## config.mk

```make
export PLATFORM = sky130hd
export DESIGN_NAME = key_decoder
export DESIGN_NICKNAME = d
export VERILOG_FILES = /design/src/rtl/game_pkg.sv /design/src/rtl/key_decoder_hold_timer.sv /design/src/rtl/key_decoder.sv
export SDC_FILE = /design/constraint.sdc
export NUM_CORES = 1
export LEC_CHECK = 0
export CORE_MARGIN = 2
export CORE_UTILIZATION = 25
export DETAILED_ROUTE_END_ITERATION = 12
export GPL_ROUTABILITY_DRIVEN = 0
export PLACE_DENSITY = 0.47
export SLEW_MARGIN = 0
export SYNTH_ARGS = -nofsm -noshare
export SYNTH_HDL_FRONTEND = slang
export SYNTH_SLANG_ARGS = --single-unit
```

## constraint.sdc

```tcl
create_clock -name clk -period 5.9 [get_ports clk]
set_clock_uncertainty 0.15 [all_clocks]
set_input_delay 0.885 -clock clk [delete_from_list [all_inputs] [get_ports clk]]
set_output_delay 0.885 -clock clk [all_outputs]
set_load 0.02 [all_outputs]
```

## src/rtl/game_pkg.sv

```systemverilog
//==============================================================================
// Module      : game_pkg
// Description : Key byte codes, parser states and shared timing defaults.
// Revision    : 1.0 - initial release
//==============================================================================
`default_nettype none

package game_pkg;

    localparam logic [7:0] KEY_NONE   = 8'h00;
    localparam logic [7:0] KEY_ESC    = 8'h1B;
    localparam logic [7:0] KEY_SPACE  = 8'h20;
    localparam logic [7:0] KEY_A      = 8'h41;
    localparam logic [7:0] KEY_LBRACK = 8'h5B;
    localparam logic [7:0] KEY_P      = 8'h70;
    localparam logic [7:0] KEY_Q      = 8'h71;

    // The game controller uses the same value for its flap hold window.
    localparam int HOLD_LEN_DEFAULT = 5;

    typedef enum logic [1:0] {
        S_IDLE = 2'd0,
        S_ESC  = 2'd1,
        S_CSI  = 2'd2
    } parse_state_t;

endpackage

`default_nettype wire

```

## src/rtl/key_decoder_hold_timer.sv

```systemverilog
//==============================================================================
// Module      : hold_timer
// Description : Loadable down-counter with nonzero flag (flap hold window).
// Revision    : 1.0 - initial release
//==============================================================================
`default_nettype none

module hold_timer #(
    parameter int LOAD_VAL = 5
) (
    input  logic clk,
    input  logic rst,
    input  logic load_i,
    input  logic clear_i,
    output logic busy_o
);

    localparam int W = $clog2(LOAD_VAL + 2);

    logic [W-1:0] cnt_q;

    // A reload replaces the remaining count rather than extending it.
    always_ff @(posedge clk or posedge rst) begin
        if (rst) begin
            cnt_q <= '0;
        end else if (clear_i) begin
            cnt_q <= '0;
        end else if (load_i) begin
            cnt_q <= W'(LOAD_VAL);
        end else if (cnt_q != '0) begin
            cnt_q <= cnt_q - 1'b1;
        end
    end

    assign busy_o = (cnt_q != '0);

endmodule

`default_nettype wire

```

## src/rtl/key_decoder.sv

```systemverilog
//==============================================================================
// Module      : key_decoder
// Description : Turns the raw stdin byte stream into flap/start/quit/pause.
// Revision    : 1.0 - initial release
//==============================================================================
`default_nettype none

module key_decoder
    import game_pkg::*;
#(
    parameter int HOLD_LEN    = HOLD_LEN_DEFAULT,
    parameter int ESC_TIMEOUT = 3,
    parameter int CNT_W       = 16
) (
    input  logic             clk,
    input  logic             rst,
    input  logic [7:0]       inp,
    output logic             flap,
    output logic             start,
    output logic             quit,
    output logic             paused,
    output logic [CNT_W-1:0] flap_count
);

    localparam int TCNT_W = (ESC_TIMEOUT > 1) ? $clog2(ESC_TIMEOUT) : 1;
    localparam logic [TCNT_W-1:0] TCNT_LAST = TCNT_W'(ESC_TIMEOUT - 1);

    parse_state_t      state_q;
    logic [TCNT_W-1:0] tcnt_q;
    logic              quit_q;
    logic              paused_q;
    logic              start_q;
    logic              started_q;
    logic [CNT_W-1:0]  count_q;

    logic flap_req;
    logic accept;
    logic pause_set;

    always_comb begin
        flap_req = 1'b0;
        if (!quit_q) begin
            case (state_q)
                S_IDLE:  flap_req = (inp == KEY_SPACE);
                S_CSI:   flap_req = (inp == KEY_A);
                default: flap_req = 1'b0;
            endcase
        end
        accept    = flap_req && !paused_q;
        pause_set = !quit_q && !paused_q && (state_q == S_IDLE) && (inp == KEY_P);
    end

    always_ff @(posedge clk or posedge rst) begin
        if (rst) begin
            state_q   <= S_IDLE;
            tcnt_q    <= '0;
            quit_q    <= 1'b0;
            paused_q  <= 1'b0;
            start_q   <= 1'b0;
            started_q <= 1'b0;
            count_q   <= '0;
        end else begin
            start_q <= 1'b0;
            if (quit_q) begin
                // Once quit, only the parser keeps moving, back to idle.
                state_q <= S_IDLE;
                tcnt_q  <= '0;
            end else begin
                case (state_q)
                    S_IDLE: begin
                        case (inp)
                            KEY_Q:   quit_q   <= 1'b1;
                            KEY_P:   paused_q <= ~paused_q;
                            KEY_ESC: begin
                                state_q <= S_ESC;
                                tcnt_q  <= '0;
                            end
                            default: ;
                        endcase
                    end
                    S_ESC: begin
                        if (inp == KEY_LBRACK) begin
                            state_q <= S_CSI;
                        end else if (inp == KEY_NONE) begin
                            if (tcnt_q == TCNT_LAST) begin
                                quit_q  <= 1'b1;
                                state_q <= S_IDLE;
                            end else begin
                                tcnt_q <= tcnt_q + 1'b1;
                            end
                        end else if (inp == KEY_ESC) begin
                            tcnt_q <= '0;
                        end else begin
                            state_q <= S_IDLE;
                        end
                    end
                    S_CSI: begin
                        if (inp != KEY_NONE) begin
                            state_q <= S_IDLE;
                        end
                    end
                    default: state_q <= S_IDLE;
                endcase

                if (accept) begin
                    if (count_q != '1) begin
                        count_q <= count_q + 1'b1;
                    end
                    if (!started_q) begin
                        start_q   <= 1'b1;
                        started_q <= 1'b1;
                    end
                end
            end
        end
    end

    hold_timer #(
        .LOAD_VAL (HOLD_LEN)
    ) u_hold_timer (
        .clk     (clk),
        .rst     (rst),
        .load_i  (accept),
        .clear_i (pause_set),
        .busy_o  (flap)
    );

    assign start      = start_q;
    assign quit       = quit_q;
    assign paused     = paused_q;
    assign flap_count = count_q;

endmodule

`default_nettype wire

```

==> impl_metrics.toml <==
[run_status]
status = "finished, final reports clean"

[clock_tree]
clkTransAtPathRegs_ns = 0.10
post_cts_buffers = 0
ctsHoldBuffers = 0
root_buffer = "clkbuf_8"
cts_tree = "yes"
clkSinkCount = 27
clk-insertion-delay-late_ns = 0.27
post_cts_resized = 0
htree_levels = 1
cts_buffers = 3
cts_buffer_depth = 2

[floorplanning]
core_um2 = 5473
num_io_pins = 30
initial_core_util_pct = 25.88
die_area_um2 = 6284
std_cell_rows = 27
fp.dieW_um = 79.27
die_h_um = 79.27

[grt]
grt_overflow = 0
grt_first_pass_wirelength_mm = 5.554
grt_pass1_vias = 1137
antenna_found_initial = 0
grt_usage_pct = 11.03
grt_max_degree = 28

[finish]
postLayoutCoreUtil_pct = 33.31
fillers = 571
seqCellArea_um2 = 675.6
synthToLayoutAreaGrowth_pct = 28.71
multi_input_area_um2 = 703.2
diodes = 0
post_route_cells_drive_above_1_share_pct = 7.229
num-nets-final = 181
stdcell_area_um2 = 1823

[setup_path]
critPathMaxFanout = 7
cp-end-kind = "flop"
critPathKind = "in -> reg"
cp-start-kind = "input port"
cp_data_arrival_time_ns = 3.50
worstPathRequired_ns = 5.92

[yosys]
ys_types = 39
synth_largest_area_cell = "dfrtp_1"
synthTopCellsByCount = "27 x dfrtp_1, 12 x nor2_1, 12 x xnor2_1, 9 x nand4_1, 8 x nand3_1"
synth_top_area_share_pct = 47.70
syn_inst = 136
synth_warnings = 0
synth_flop_cell = "dfrtp_1"
yosys.cell_count.top_type = "dfrtp_1"
syn_avg_cell_area_um2 = 10.41
yosys-top-cells-area = "dfrtp_1 48%, xnor2_1 7.4%, nand4_1 4.0%, ha_1 3.5%, nor2_1 3.2%"
synth_nets = 150
ys_ff_latch = 27
ys_seq_area_share_pct = 47.70
netlist_area_um2 = 1416
synth_edf_count = 0
synthArstFlopShare_pct = 100.0

[power_and_ir_drop]
p_comb_share_pct = 5.3
p_per_area_nw_per_um2 = 168.3
power.leakage_uw = 0.0007550
switching_share_pct = 21.58
vdd_ir_drop_max_mv = 0.08333
pwr-share-clk_pct = 34.5
total_power_uw = 306.8
power_switching_uw = 66.21
internal_power_uw = 240.6
seqPwrFrac_pct = 60.3

[drt]
vias = 1110
viasPerCell = 4.664
finalWirelength_mm = 3.087
drt_iter0_markers = 57
post_drt_wl_per_cell_um = 12.97
drc = 0
route.antenna.remaining_nets = 0
first_pass_iters = 4

[sta]
clock.fmax_mhz = 287.3
rsz0062_at_grt = "false"
tightest_slew_ns = 1.012
tns_ns = 0
fin_crit_sh_pct = 58.99
maxSlewViolCount = 0
period_needed_ns = 3.480
slew_headroom_pct = 32.44
finalHoldViolations = 0
setup_viol = 0
worst_slack_ns = 2.420

[worst_hold_path]
holdCritPathClass = "reg -> reg"

[placement]
portBuffers = 29
dpl_cell_area_um2 = 1778
dp_worst_setup_slack_ns = 2.123
post-dp-hpwl_mm = 2.328

[flow_run]
max_cap_violations = 0
area by class of cell:
class | instances | area share [%]
inverters | 5 | 1.030
well taps | 72 | 4.942
multi-input cells | 101 | 38.57
repair buffers | 29 | 15.92
flip-flops and latches | 27 | 37.06
clock buffers | 4 | 2.471
flip-flops by register name (all words and copies together), names as in the netlist:
name                cells
flap_count             16
u_hold_timer.cnt_q      3
state_q                 2
tcnt_q                  2
paused                  1
quit                    1
start                   1
started_q               1
cell usage in the layout (no fill, tap or decap), types with 2 or more instances in the layout:
master	n
inv_1	5
and4_1	2
and3_1	4
xor2_1	3
nor2b_1	2
nor2_1	12
mux2_2	2
nand4_1	9
dfrtp_1	27
nand2b_1	3
nor4_1	4
ha_1	4
xnor2_1	12
nand3_1	8
clkdlybuf4s50_1	29
clkbuf_8	3
nand2_1	5
nor3_1	5
a21oi_1	5
nor4bb_1	2
a32oi_1	2
per-layer routing:
| metal | track usage [%] | share of wire [%] | vias up |
|---|---|---|---|
| li1 | - | - | 557 |
| met1 | 14.81 | 48 | 532 |
| met2 | 18.31 | 48 | 19 |
| met3 | 2.500 | 3.3 | 2 |
| met4 | 2.069 | 0.65 | 0 |
| met5 | 0 | 0 | - |
stage by stage:
stage | hold slack (ns) | cells
after global routing | 0.3212 | 238
final | 0.2778 | 238
after detailed placement | 0.2637 | 234
after floorplan | 0.2456 | 136
after CTS | 0.2794 | 238
after global placement | 0.2735 | 234
worst max-delay path, cell delays in order:
cell,delay (ns)
clkdlybuf4s50_1,0.48
or3_4,0.43
or4b_4,0.54
or2_1,0.31
or4_4,0.56
mux2_4,0.30
power groups by stage:
stage / Combinational, µW / Clock (µW) / Sequential, µW
after detailed placement: 16.4 / 0 / 189
after global placement: 15.9 / 0 / 189
final: 16.2 / 106 / 185
after global routing: 18.2 / 122 / 185
after floorplan: 6.05 / 0 / 189
after CTS: 16.5 / 111 / 185
cells by family (layout without fill, tap and decap cells):
group / count (synthesis) / in the layout / share of synthesized area [%]
AO/OA/AOI/OAI: 11 / 11 / 5.124
flip-flops: 27 / 27 / 47.70
multiplexers: 4 / 4 / 3.356
XOR/XNOR: 15 / 15 / 9.276
AND/OR/NAND/NOR: 67 / 67 / 28.36
adder cells (fa/ha/maj): 4 / 4 / 3.534
buffers and inverters: 8 / 38 / 2.650
path summary, 6_finish.rpt:
kind                                         from                                 to  slack (ns)  cells after the start
setup / recovery                           inp[1]         flap_count[14]$_DFFE_PP0P_        2.42                      6
setup reg to reg           state_q[0]$_DFFE_PP0P_         flap_count[14]$_DFFE_PP0P_        3.27                      5
hold reg to reg             started_q$_DFFE_PP0P_                    start$_DFF_PP0_        0.28                      1
hold / removal              started_q$_DFFE_PP0P_                    start$_DFF_PP0_        0.28                      1
min in group asynchronous                     rst  u_hold_timer.cnt_q[0]$_DFFE_PP0P_        1.02                      2
max in group asynchronous                     rst          flap_count[3]$_DFFE_PP0P_        3.96                      2
(Power assumes the default switching activity.)
